===== src/rtl/id_ex_hazard_reg_if.sv =====
// ID/EX boundary bundle: decode-side fields and flow controls in, registered
// EX-side copies, IF/ID stall request and bubble counter out.
interface id_ex_hazard_reg_if #(
  parameter int unsigned DATA_W     = 32,
  parameter int unsigned REG_ADDR_W = 5,
  parameter int unsigned CNT_W      = 16
);
  logic                  flush;
  logic                  hold;
  logic                  id_valid;
  logic [REG_ADDR_W-1:0] id_rs1;
  logic [REG_ADDR_W-1:0] id_rs2;
  logic                  id_rs1_used;
  logic                  id_rs2_used;
  logic [REG_ADDR_W-1:0] id_rd;
  logic [DATA_W-1:0]     id_rd1;
  logic [DATA_W-1:0]     id_rd2;
  logic [DATA_W-1:0]     id_imm;
  logic [DATA_W-1:0]     id_pc;
  logic                  id_regWrite;
  logic                  id_memRead;
  logic                  id_memWrite;
  logic                  id_memToReg;
  logic                  id_ALUSrcB;
  logic [3:0]            id_alu_ctrl;

  logic                  id_ex_valid;
  logic [REG_ADDR_W-1:0] id_ex_rs1;
  logic [REG_ADDR_W-1:0] id_ex_rs2;
  logic                  id_ex_rs1_used;
  logic                  id_ex_rs2_used;
  logic [REG_ADDR_W-1:0] id_ex_rd;
  logic [DATA_W-1:0]     id_ex_rd1;
  logic [DATA_W-1:0]     id_ex_rd2;
  logic [DATA_W-1:0]     id_ex_imm;
  logic [DATA_W-1:0]     id_ex_pc;
  logic                  id_ex_regWrite;
  logic                  id_ex_memRead;
  logic                  id_ex_memWrite;
  logic                  id_ex_memToReg;
  logic                  id_ex_ALUSrcB;
  logic [3:0]            id_ex_alu_ctrl;
  logic                  stall_if_id;
  logic [CNT_W-1:0]      bubble_count;

  modport master (
    output flush, hold, id_valid, id_rs1, id_rs2, id_rs1_used, id_rs2_used, id_rd,
           id_rd1, id_rd2, id_imm, id_pc, id_regWrite, id_memRead, id_memWrite,
           id_memToReg, id_ALUSrcB, id_alu_ctrl,
    input  id_ex_valid, id_ex_rs1, id_ex_rs2, id_ex_rs1_used, id_ex_rs2_used, id_ex_rd,
           id_ex_rd1, id_ex_rd2, id_ex_imm, id_ex_pc, id_ex_regWrite, id_ex_memRead,
           id_ex_memWrite, id_ex_memToReg, id_ex_ALUSrcB, id_ex_alu_ctrl,
           stall_if_id, bubble_count
  );

  modport slave (
    input  flush, hold, id_valid, id_rs1, id_rs2, id_rs1_used, id_rs2_used, id_rd,
           id_rd1, id_rd2, id_imm, id_pc, id_regWrite, id_memRead, id_memWrite,
           id_memToReg, id_ALUSrcB, id_alu_ctrl,
    output id_ex_valid, id_ex_rs1, id_ex_rs2, id_ex_rs1_used, id_ex_rs2_used, id_ex_rd,
           id_ex_rd1, id_ex_rd2, id_ex_imm, id_ex_pc, id_ex_regWrite, id_ex_memRead,
           id_ex_memWrite, id_ex_memToReg, id_ex_ALUSrcB, id_ex_alu_ctrl,
           stall_if_id, bubble_count
  );
endinterface


===== src/rtl/id_ex_hazard_reg.sv =====
// ID/EX pipeline register with load-use hazard detection. A load in EX whose
// destination is read by the instruction in ID gets one bubble; the ID
// instruction then advances and picks the value up from MEM/WB forwarding.
module id_ex_hazard_reg #(
  parameter int unsigned DATA_W     = 32,
  parameter int unsigned REG_ADDR_W = 5,
  parameter int unsigned CNT_W      = 16
) (
  input logic               clk,
  input logic               rst_n,
  id_ex_hazard_reg_if.slave bus
);
  typedef enum logic {RUN, BUBBLE} state_t;

  localparam logic [CNT_W-1:0]      CNT_MAX = '1;
  localparam logic [DATA_W-1:0]     ZERO_D  = '0;
  localparam logic [REG_ADDR_W-1:0] ZERO_R  = '0;

  state_t state;
  logic   hazard;
  logic   take_bubble;
  logic   zero_next;
  logic   ctl_en;

  // Load-use detection and stall request; BUBBLE masks the hazard term.
  always_comb begin
    hazard = bus.id_valid & bus.id_ex_valid & bus.id_ex_memRead & (bus.id_ex_rd != ZERO_R) &
             ((bus.id_rs1_used & (bus.id_rs1 == bus.id_ex_rd)) |
              (bus.id_rs2_used & (bus.id_rs2 == bus.id_ex_rd)));
    take_bubble     = hazard & (state == RUN);
    bus.stall_if_id = (take_bubble & ~bus.flush) | (bus.hold & ~bus.flush);
    zero_next       = bus.flush | take_bubble;
    ctl_en          = bus.id_valid & ~zero_next;
  end

  // Pipeline register: flush/bubble loads zeros, hold freezes, else load ID.
  always_ff @(posedge clk or negedge rst_n) begin
    if (!rst_n) begin
      bus.id_ex_valid    <= 1'b0;
      bus.id_ex_rs1      <= ZERO_R;
      bus.id_ex_rs2      <= ZERO_R;
      bus.id_ex_rs1_used <= 1'b0;
      bus.id_ex_rs2_used <= 1'b0;
      bus.id_ex_rd       <= ZERO_R;
      bus.id_ex_rd1      <= ZERO_D;
      bus.id_ex_rd2      <= ZERO_D;
      bus.id_ex_imm      <= ZERO_D;
      bus.id_ex_pc       <= ZERO_D;
      bus.id_ex_regWrite <= 1'b0;
      bus.id_ex_memRead  <= 1'b0;
      bus.id_ex_memWrite <= 1'b0;
      bus.id_ex_memToReg <= 1'b0;
      bus.id_ex_ALUSrcB  <= 1'b0;
      bus.id_ex_alu_ctrl <= 4'd0;
    end else if (bus.flush || !bus.hold) begin
      bus.id_ex_valid    <= bus.id_valid & ~zero_next;
      bus.id_ex_rs1      <= zero_next ? ZERO_R : bus.id_rs1;
      bus.id_ex_rs2      <= zero_next ? ZERO_R : bus.id_rs2;
      bus.id_ex_rs1_used <= bus.id_rs1_used & ~zero_next;
      bus.id_ex_rs2_used <= bus.id_rs2_used & ~zero_next;
      bus.id_ex_rd       <= zero_next ? ZERO_R : bus.id_rd;
      bus.id_ex_rd1      <= zero_next ? ZERO_D : bus.id_rd1;
      bus.id_ex_rd2      <= zero_next ? ZERO_D : bus.id_rd2;
      bus.id_ex_imm      <= zero_next ? ZERO_D : bus.id_imm;
      bus.id_ex_pc       <= zero_next ? ZERO_D : bus.id_pc;
      bus.id_ex_regWrite <= bus.id_regWrite & ctl_en;
      bus.id_ex_memRead  <= bus.id_memRead & ctl_en;
      bus.id_ex_memWrite <= bus.id_memWrite & ctl_en;
      bus.id_ex_memToReg <= bus.id_memToReg & ctl_en;
      bus.id_ex_ALUSrcB  <= bus.id_ALUSrcB & ctl_en;
      bus.id_ex_alu_ctrl <= bus.id_alu_ctrl & {4{ctl_en}};
    end
  end

  // Bubble FSM and saturating bubble counter; flush and hold both suppress counting.
  always_ff @(posedge clk or negedge rst_n) begin
    if (!rst_n) begin
      state            <= RUN;
      bus.bubble_count <= '0;
    end else if (bus.flush) begin
      state <= RUN;
    end else if (!bus.hold) begin
      if (take_bubble) begin
        state <= BUBBLE;
        if (bus.bubble_count != CNT_MAX) bus.bubble_count <= bus.bubble_count + 1'b1;
      end else begin
        state <= RUN;
      end
    end
  end
endmodule


===== src/flat_wrapper.sv =====
// flat-port wrapper written by rule: the top's interface ports become plain ports
module id_ex_hazard_reg_flat 
#(
  parameter int unsigned DATA_W     = 32,
  parameter int unsigned REG_ADDR_W = 5,
  parameter int unsigned CNT_W      = 16
)
  (clk, rst_n, bus_flush, bus_hold, bus_id_valid, bus_id_rs1, bus_id_rs2, bus_id_rs1_used, bus_id_rs2_used, bus_id_rd, bus_id_rd1, bus_id_rd2, bus_id_imm, bus_id_pc, bus_id_regWrite, bus_id_memRead, bus_id_memWrite, bus_id_memToReg, bus_id_ALUSrcB, bus_id_alu_ctrl, bus_id_ex_valid, bus_id_ex_rs1, bus_id_ex_rs2, bus_id_ex_rs1_used, bus_id_ex_rs2_used, bus_id_ex_rd, bus_id_ex_rd1, bus_id_ex_rd2, bus_id_ex_imm, bus_id_ex_pc, bus_id_ex_regWrite, bus_id_ex_memRead, bus_id_ex_memWrite, bus_id_ex_memToReg, bus_id_ex_ALUSrcB, bus_id_ex_alu_ctrl, bus_stall_if_id, bus_bubble_count);
  id_ex_hazard_reg_if #(.DATA_W(DATA_W), .REG_ADDR_W(REG_ADDR_W), .CNT_W(CNT_W)) bus_i ();
  input logic clk;
  input logic rst_n;
  input wire logic [$bits(bus_i.flush)-1:0] bus_flush;
  input wire logic [$bits(bus_i.hold)-1:0] bus_hold;
  input wire logic [$bits(bus_i.id_valid)-1:0] bus_id_valid;
  input wire logic [$bits(bus_i.id_rs1)-1:0] bus_id_rs1;
  input wire logic [$bits(bus_i.id_rs2)-1:0] bus_id_rs2;
  input wire logic [$bits(bus_i.id_rs1_used)-1:0] bus_id_rs1_used;
  input wire logic [$bits(bus_i.id_rs2_used)-1:0] bus_id_rs2_used;
  input wire logic [$bits(bus_i.id_rd)-1:0] bus_id_rd;
  input wire logic [$bits(bus_i.id_rd1)-1:0] bus_id_rd1;
  input wire logic [$bits(bus_i.id_rd2)-1:0] bus_id_rd2;
  input wire logic [$bits(bus_i.id_imm)-1:0] bus_id_imm;
  input wire logic [$bits(bus_i.id_pc)-1:0] bus_id_pc;
  input wire logic [$bits(bus_i.id_regWrite)-1:0] bus_id_regWrite;
  input wire logic [$bits(bus_i.id_memRead)-1:0] bus_id_memRead;
  input wire logic [$bits(bus_i.id_memWrite)-1:0] bus_id_memWrite;
  input wire logic [$bits(bus_i.id_memToReg)-1:0] bus_id_memToReg;
  input wire logic [$bits(bus_i.id_ALUSrcB)-1:0] bus_id_ALUSrcB;
  input wire logic [$bits(bus_i.id_alu_ctrl)-1:0] bus_id_alu_ctrl;
  output wire logic [$bits(bus_i.id_ex_valid)-1:0] bus_id_ex_valid;
  output wire logic [$bits(bus_i.id_ex_rs1)-1:0] bus_id_ex_rs1;
  output wire logic [$bits(bus_i.id_ex_rs2)-1:0] bus_id_ex_rs2;
  output wire logic [$bits(bus_i.id_ex_rs1_used)-1:0] bus_id_ex_rs1_used;
  output wire logic [$bits(bus_i.id_ex_rs2_used)-1:0] bus_id_ex_rs2_used;
  output wire logic [$bits(bus_i.id_ex_rd)-1:0] bus_id_ex_rd;
  output wire logic [$bits(bus_i.id_ex_rd1)-1:0] bus_id_ex_rd1;
  output wire logic [$bits(bus_i.id_ex_rd2)-1:0] bus_id_ex_rd2;
  output wire logic [$bits(bus_i.id_ex_imm)-1:0] bus_id_ex_imm;
  output wire logic [$bits(bus_i.id_ex_pc)-1:0] bus_id_ex_pc;
  output wire logic [$bits(bus_i.id_ex_regWrite)-1:0] bus_id_ex_regWrite;
  output wire logic [$bits(bus_i.id_ex_memRead)-1:0] bus_id_ex_memRead;
  output wire logic [$bits(bus_i.id_ex_memWrite)-1:0] bus_id_ex_memWrite;
  output wire logic [$bits(bus_i.id_ex_memToReg)-1:0] bus_id_ex_memToReg;
  output wire logic [$bits(bus_i.id_ex_ALUSrcB)-1:0] bus_id_ex_ALUSrcB;
  output wire logic [$bits(bus_i.id_ex_alu_ctrl)-1:0] bus_id_ex_alu_ctrl;
  output wire logic [$bits(bus_i.stall_if_id)-1:0] bus_stall_if_id;
  output wire logic [$bits(bus_i.bubble_count)-1:0] bus_bubble_count;
  assign bus_i.flush = bus_flush;
  assign bus_i.hold = bus_hold;
  assign bus_i.id_valid = bus_id_valid;
  assign bus_i.id_rs1 = bus_id_rs1;
  assign bus_i.id_rs2 = bus_id_rs2;
  assign bus_i.id_rs1_used = bus_id_rs1_used;
  assign bus_i.id_rs2_used = bus_id_rs2_used;
  assign bus_i.id_rd = bus_id_rd;
  assign bus_i.id_rd1 = bus_id_rd1;
  assign bus_i.id_rd2 = bus_id_rd2;
  assign bus_i.id_imm = bus_id_imm;
  assign bus_i.id_pc = bus_id_pc;
  assign bus_i.id_regWrite = bus_id_regWrite;
  assign bus_i.id_memRead = bus_id_memRead;
  assign bus_i.id_memWrite = bus_id_memWrite;
  assign bus_i.id_memToReg = bus_id_memToReg;
  assign bus_i.id_ALUSrcB = bus_id_ALUSrcB;
  assign bus_i.id_alu_ctrl = bus_id_alu_ctrl;
  assign bus_id_ex_valid = bus_i.id_ex_valid;
  assign bus_id_ex_rs1 = bus_i.id_ex_rs1;
  assign bus_id_ex_rs2 = bus_i.id_ex_rs2;
  assign bus_id_ex_rs1_used = bus_i.id_ex_rs1_used;
  assign bus_id_ex_rs2_used = bus_i.id_ex_rs2_used;
  assign bus_id_ex_rd = bus_i.id_ex_rd;
  assign bus_id_ex_rd1 = bus_i.id_ex_rd1;
  assign bus_id_ex_rd2 = bus_i.id_ex_rd2;
  assign bus_id_ex_imm = bus_i.id_ex_imm;
  assign bus_id_ex_pc = bus_i.id_ex_pc;
  assign bus_id_ex_regWrite = bus_i.id_ex_regWrite;
  assign bus_id_ex_memRead = bus_i.id_ex_memRead;
  assign bus_id_ex_memWrite = bus_i.id_ex_memWrite;
  assign bus_id_ex_memToReg = bus_i.id_ex_memToReg;
  assign bus_id_ex_ALUSrcB = bus_i.id_ex_ALUSrcB;
  assign bus_id_ex_alu_ctrl = bus_i.id_ex_alu_ctrl;
  assign bus_stall_if_id = bus_i.stall_if_id;
  assign bus_bubble_count = bus_i.bubble_count;
  id_ex_hazard_reg #(.DATA_W(DATA_W), .REG_ADDR_W(REG_ADDR_W), .CNT_W(CNT_W)) u_core (.clk(clk), .rst_n(rst_n), .bus(bus_i));
endmodule

===== config.mk =====
export PLATFORM = sky130hd
export DESIGN_NAME = id_ex_hazard_reg_flat
export DESIGN_NICKNAME = d
export VERILOG_FILES = /design/src/rtl/id_ex_hazard_reg_if.sv /design/src/rtl/id_ex_hazard_reg.sv /design/src/flat_wrapper.sv
export SDC_FILE = /design/constraint.sdc
export NUM_CORES = 1
export LEC_CHECK = 0
export CORE_AREA = 2 2 129 131
export CTS_CLUSTER_SIZE = 8
export DETAILED_ROUTE_END_ITERATION = 8
export DIE_AREA = 0 0 131 133
export GPL_ROUTABILITY_DRIVEN = 0
export PLACE_DENSITY = 0.77
export REMOVE_ABC_BUFFERS = 1
export SLEW_MARGIN = 20
export SYNTH_ARGS = -nofsm -noshare
export SYNTH_HDL_FRONTEND = slang
export SYNTH_SLANG_ARGS = --single-unit

===== constraint.sdc =====
create_clock -name clk -period 4.6 [get_ports clk]
set_clock_uncertainty 0.15 [all_clocks]
set_input_delay 0.69 -clock clk [delete_from_list [all_inputs] [get_ports clk]]
set_output_delay 0.69 -clock clk [all_outputs]
set_load 0.05 [all_outputs]

==> flow_metrics.env, run 1 <==
export IMPL_drtIter0Drc=304
export IMPL_final_nets=927
export IMPL_grt_pass1_vias=5536
export IMPL_timing_setup_critical_path_class="in -> out"
export IMPL_port_buffers=330
export IMPL_clock_root_buffer="clkbuf_16"
export IMPL_final_max_slew_viol_count=0
export IMPL_max_stage_delay_ps=820
export IMPL_path_cells="clkdlybuf4s50_1 -> and4b_1 -> o21ai_4 -> inv_2 -> nand2_1 -> a21oi_1 -> clkdlybuf4s50_1"
export IMPL_finish_utilization_pct=64.9
export IMPL_r2r_start="u_core.bus.id_ex_rd[0]$_DFFE_PN0N_"
export IMPL_reg2reg_to="u_core.bus.id_ex_imm[11]$_DFFE_PN0N_"
export IMPL_area_growth_pct=63.3
export IMPL_worst_slack_ps=681
export IMPL_ant_nets=0
export IMPL_r2r_slack_ps=1650
export IMPL_crit_buf_inv=3
export IMPL_cp_end_kind="output pin"
export IMPL_grt_ovfl_total=0
export IMPL_fmax_mhz=255
export IMPL_vias_per_cell=5.30
export IMPL_fp_dieH_um=133
export IMPL_rsz0062_at_grt="no"
export IMPL_drc=0
export IMPL_slowest_stage="clkdlybuf4s50_1"
export IMPL_postSynthAreaPerCell_um2=14.3
export IMPL_fp_dieArea_um2=17400
export IMPL_hold_buffers=0
export IMPL_io_pins=331
export IMPL_post_cts_buffers=0
export IMPL_clk_pin_slew_ps=70
export IMPL_cts_tree="built"
export IMPL_cap_violations=0
export IMPL_path_delay_family="buffers and inverters"
export IMPL_dp_cells=968
export IMPL_clkSinkCount=172
export IMPL_yosys_cell_types_count=27
export IMPL_cts_buffers=17
export IMPL_setup_violations_final=0
export IMPL_grt_max_degree=94
export IMPL_synth_cells=449
export IMPL_fp_coreArea_um2=16200
export IMPL_grt_usage_pct=22.2
export IMPL_ys_seq_elements=172
export IMPL_ctsResizeCount=0
export IMPL_antenna_found_initial=1
export IMPL_clock_latency_ps=420
export IMPL_final_hold_violation_count=0
export IMPL_ys_warn_count=0
export IMPL_final_common_cell="clkdlybuf4s50_1"
export IMPL_cp_common_cell="clkdlybuf4s50_1"
export IMPL_die_w_um=131
export IMPL_max_slew_margin_rel_pct=34.2
export IMPL_leakagePower_nw=4.58
export IMPL_final_cell_mix="clkdlybuf4s50_1, dfrtp_1, a22o_1"
export IMPL_dp_hpwl_um=13800
export IMPL_wl_per_cell_um=19.5
export IMPL_row_count=47
export IMPL_post_route_min_period_ps=3920
export IMPL_peakVddDrop_uv=247
export IMPL_outcome="finished clean"
export IMPL_vias=5303
export IMPL_initial_core_util_pct=39.7
export IMPL_fin_cells=1001
export IMPL_cp_arrival_ps=3080
export IMPL_worstMarginPinSlew_ps=987
export IMPL_wl_um=19500
export IMPL_pre_cts_slack_ps=712
export IMPL_ys_seq_area_share_pct=67.0
export IMPL_powerDensity_nw_per_um2=364
export IMPL_cts_htree_levels=4
export IMPL_required_ps=3760
export IMPL_period_share_pct=85.2
export IMPL_r2r_cells=6
export IMPL_min_path_type="in -> async"
export IMPL_start_kind="primary input"
export IMPL_syn_area_um2=6430
export IMPL_grt_pass1_wl_um=29800
export IMPL_clk_path_buf_depth=2
export IMPL_firstDrtPassIters=4
export IMPL_crit_fanout=11
export IMPL_layout_drive_gt1_share_pct=5.90
-- state kept, by name, summed over array words and instances, names as in the netlist, 4 cells and up --
signal	flops
u_core.bus.id_ex_rd2	32
u_core.bus.id_ex_pc	32
u_core.bus.id_ex_rd	5
u_core.bus.id_ex_rs1	5
u_core.bus.id_ex_imm	32
u_core.bus.id_ex_rs2	5
u_core.bus.id_ex_alu_ctrl	4
u_core.bus.bubble_count	16
u_core.bus.id_ex_rd1	32
-- report_power, final --
group / internal (mW) / total, mW / switching [mW] / leakage, nW
clock: 0.828 / 1.44 / 0.608 / 0.294
sequential: 1.59 / 1.64 / 0.0486 / 2.30
combinational: 0.307 / 0.744 / 0.437 / 1.99
-- how the worst max path moves through the flow --
stage	from	to	slack [ps]	depth (start not counted)
after CTS	bus_id_valid	bus_stall_if_id	690	7
after detailed placement	bus_id_valid	bus_stall_if_id	710	7
after global routing	bus_id_valid	bus_stall_if_id	510	7
final	bus_id_valid	bus_stall_if_id	680	7
after floorplan	bus_hold	u_core.bus.id_ex_imm[0]$_DFFE_PN0N_	-1820	3
after global placement	bus_id_valid	bus_stall_if_id	730	7
-- Yosys cell counts --
master    count  share of area [%]
a21oi_1       1              0.078
a21oi_2       1               0.14
a22o_1      146                 20
a32o_1        9                1.4
and3_1        5               0.49
and4b_1       1               0.16
buf_1         1              0.058
buf_2         9               0.70
buf_4         8               0.93
clkbuf_1     19                1.1
dfrtp_1     172                 67
ha_1          1               0.19
inv_1         3               0.18
inv_2         1              0.058
mux2_2        1               0.18
nand2_1       7               0.41
nand3_1       9               0.70
nand4_1      13                1.3
nor2_1        3               0.18
nor3_1        5               0.39
nor4_1        3               0.29
o21ai_0       1              0.078
o21ai_4       1               0.25
o22ai_2       1               0.19
or2_2         2               0.19
or4_1         1               0.12
xnor2_1      25                3.4
-- layer usage --
layer / global-route usage [%] / vias to the layer above / wire length [um]
met5: 0 / - / 0
met4: 9.63 / 0 / 564
met3: 7.56 / 41 / 1830
met2: 35.9 / 279 / 9440
met1: 26.8 / 2618 / 7700
li1: - / 2365 / -
-- through the flow --
step / setup TNS, ps / hold WS [ps] / power, mW / instance area (um2)
after floorplan: -281290 / 244 / 2.04 / 6250
after global placement: 0 / 327 / 2.40 / 9900
after detailed placement: 0 / 332 / 2.41 / 9900
after CTS: 0 / 182 / 3.85 / 10500
after global routing: 0 / 202 / 3.95 / 10500
final: 0 / 146 / 3.82 / 10500
-- cell type report --
class | instances | area, um2
Fill cell | 1210 | 5670
Sequential cell | 172 | 4300
Timing Repair Buffer | 336 | 3360
Multi-Input combinational cell | 236 | 1940
Clock buffer | 19 | 443
Tap cell | 220 | 275
Clock inverter | 13 | 153
Inverter | 4 | 15.0
Antenna cell | 1 | 2.50
-- cells by family after synthesis --
kind of cell / count (synthesis) / synth area share [%]
buffers and inverters: 41 / 3.04
adders and majority gates: 1 / 0.195
DFF: 172 / 67.0
muxes: 1 / 0.175
AOI/OAI and AO/OA: 160 / 22.0
and+or+nand+nor: 49 / 4.19
xor gates and xnor gates: 25 / 3.41
(Power assumes the default switching activity.)
==> run 2, diff against run 1 <==
ABC_AREA = 1   (was unset)
CORE_AREA = unset   (was 2 2 129 131)
CORE_MARGIN = 2   (was unset)
CORE_UTILIZATION = 45   (was unset)
DIE_AREA = unset   (was 0 0 131 133)
PLACE_DENSITY = 0.82   (was 0.77)
==> flow_metrics.env, run 2 <==
export IMPL_hold_buffers=0
export IMPL_reg2reg_to="u_core.bus.id_ex_rs1[2]$_DFFE_PN0N_"
export IMPL_clkSinkCount=172
export IMPL_synth_compound_area_share_pct=10.0
export IMPL_crit_fanout=54
export IMPL_worstMarginPinSlew_ps=889
export IMPL_cap_violations=0
export IMPL_fp_coreArea_um2=15900
export IMPL_post_cts_buffers=0
export IMPL_start_kind="primary input"
export IMPL_row_count=46
export IMPL_antenna_found_initial=1
export IMPL_n_antenna_cell=0
export IMPL_final_common_cell="nand2_1"
export IMPL_ctsResizeCount=0
export IMPL_layout_drive_gt1_share_pct=4.15
export IMPL_wl_um=23200
export IMPL_die_w_um=132
export IMPL_drtIter0Drc=554
export IMPL_grt_pass1_vias=6819
export IMPL_r2r_slack_ps=2160
export IMPL_synth_cells=867
export IMPL_synth_top_family_by_area="simple AND/OR/NAND/NOR gates"
export IMPL_synthAdderAreaFrac_pct=0.170
export IMPL_fp_dieH_um=132
export IMPL_syn_area_um2=7340
export IMPL_clock_latency_ps=430
export IMPL_r2r_cells=10
export IMPL_yosys_area_share_simple_pct=24.6
export IMPL_yosys_area_share_xor_xnor_pct=1.67
export IMPL_fin_setup_tns_ps=0
export IMPL_ys_seq_elements=172
export IMPL_drc=0
export IMPL_min_path_type="in -> async"
export IMPL_rsz0062_at_grt="no"
export IMPL_final_nets=1330
export IMPL_final_hold_violation_count=0
export IMPL_postSynthAreaPerCell_um2=8.47
export IMPL_area_growth_pct=54.6
export IMPL_clock_root_buffer="clkbuf_16"
export IMPL_fp_dieArea_um2=17400
export IMPL_ys_warn_count=0
export IMPL_max_slew_margin_rel_pct=40.8
export IMPL_grt_usage_pct=26.9
export IMPL_required_ps=3760
export IMPL_final_cell_mix="nand2_1, clkdlybuf4s50_1, dfrtp_1"
export IMPL_synth_top_area_cell="dfrtp_1"
export IMPL_period_share_pct=65.0
export IMPL_firstDrtPassIters=5
export IMPL_synth_area_leaders="dfrtp_1, nand2_1, o21ai_0"
export IMPL_fill_cells=1242
export IMPL_yosys_top_cells_count="nand2_1, dfrtp_1, o21ai_0, o21ai_1, clkbuf_1"
export IMPL_io_pins=331
export IMPL_wl_per_cell_um=16.6
export IMPL_synth_edff_count=0
export IMPL_cts_htree_levels=4
export IMPL_yosys_cell_types_count=26
export IMPL_final_max_slew_viol_count=0
export IMPL_dp_cells=1367
export IMPL_port_buffers=330
export IMPL_cts_tree="built"
export IMPL_final_hold_worst_slack_ps=222
export IMPL_powerDensity_nw_per_um2=347
export IMPL_setup_violations_final=0
export IMPL_yosysMostFrequentCell="nand2_1"
export IMPL_post_route_min_period_ps=2990
export IMPL_ant_nets=0
export IMPL_grt_max_degree=154
export IMPL_cp_end_kind="output pin"
export IMPL_dp_hpwl_um=16100
export IMPL_leakagePower_nw=5.04
export IMPL_synth_flop_cell="dfrtp_1"
export IMPL_ys_seq_area_share_pct=58.6
export IMPL_initial_core_util_pct=46.1
export IMPL_r2r_start="u_core.bus.id_ex_rd[2]$_DFFE_PN0N_"
export IMPL_cts_buffers=17
export IMPL_outcome="finished clean"
export IMPL_timing_setup_critical_path_class="in -> out"
export IMPL_grt_ovfl_total=0
export IMPL_synth_mux_area_share_pct=0
export IMPL_clk_path_buf_depth=2
export IMPL_cp_arrival_ps=2150
export IMPL_async_flop_share_pct=100
export IMPL_grt_pass1_wl_um=36900
export IMPL_peakVddDrop_uv=233
export IMPL_vias=6966
export IMPL_clk_pin_slew_ps=60
export IMPL_vias_per_cell=4.98
export IMPL_power_mw=3.94
export IMPL_fmax_mhz=334
export IMPL_synth_top_area_share_pct=58.6
export IMPL_fin_cells=1398
==> run 2: changes by cell type after synthesis, sizes merged, moves of 19 or more <==
cell	previous run	this run
o21ai	2	142
xnor2	25	6
inv	4	26
nor2	3	26
nand2	7	402
a22o	146	0
==> run 2: power by group <==
part           total [mW]  switching (mW)  internal, mW
Combinational       0.774           0.482         0.292
Clock                1.53           0.601         0.926
Sequential           1.63          0.0472          1.59
==> run 2: layer usage <==
metal | share of wire [%] | up-vias | GRT usage [%]
met1 | 41 | 3272 | 33.5
met4 | 4.4 | 2 | 12.9
li1 | - | 3353 | -
met3 | 6.2 | 72 | 7.15
met2 | 49 | 267 | 43.9
met5 | 0.056 | - | 0
==> run 2: worst max path at each step <==
stage | end | from
global placement | u_core.bus.id_ex_rs2[3]$_DFFE_PN0N_ | bus_id_rs2[4]
CTS | bus_stall_if_id | bus_hold
detailed placement | u_core.bus.id_ex_rd1[4]$_DFFE_PN0N_ | bus_id_rs2[4]
floorplan | bus_stall_if_id | bus_hold
finish | bus_stall_if_id | bus_hold
global route | bus_stall_if_id | bus_hold
==> run 2: stage by stage <==
stage	cell area, um2	utilization, %	setup WS (ps)
finish	11400	71.2	1610
floorplan	7080	-	-2340
CTS	11400	71.2	1590
detailed placement	10700	67.3	1450
global route	11400	71.2	1520
global placement	10700	67.3	1520
==> run 2: cell families (layout without fill, tap and decap cells) <==
logic type / count (synthesis) / after routing
adders and majority gates: 1 / 1
and+or+nand+nor: 457 / 457
xor gates and xnor gates: 14 / 14
buffers and inverters: 77 / 392
DFF: 172 / 172
AOI/OAI and AO/OA: 146 / 146
==> run 2: final cells by class <==
class | count | area (um2) | area share (%)
multi-input combinational | 618 | 2690 | 23.6
sequential | 172 | 4300 | 37.9
inverter | 26 | 100 | 0.881
clock buffer | 22 | 454 | 4.00
clock inverter | 9 | 163 | 1.43
timing repair buffer | 335 | 3380 | 29.8
tap | 216 | 270 | 2.38
==> run 2: critical path, stage by stage <==
cell and delay [ps]:
clkdlybuf4s50_1 490, inv_4 480, nor2_4 70, inv_1 150, nand2_1 70, buf_4 190
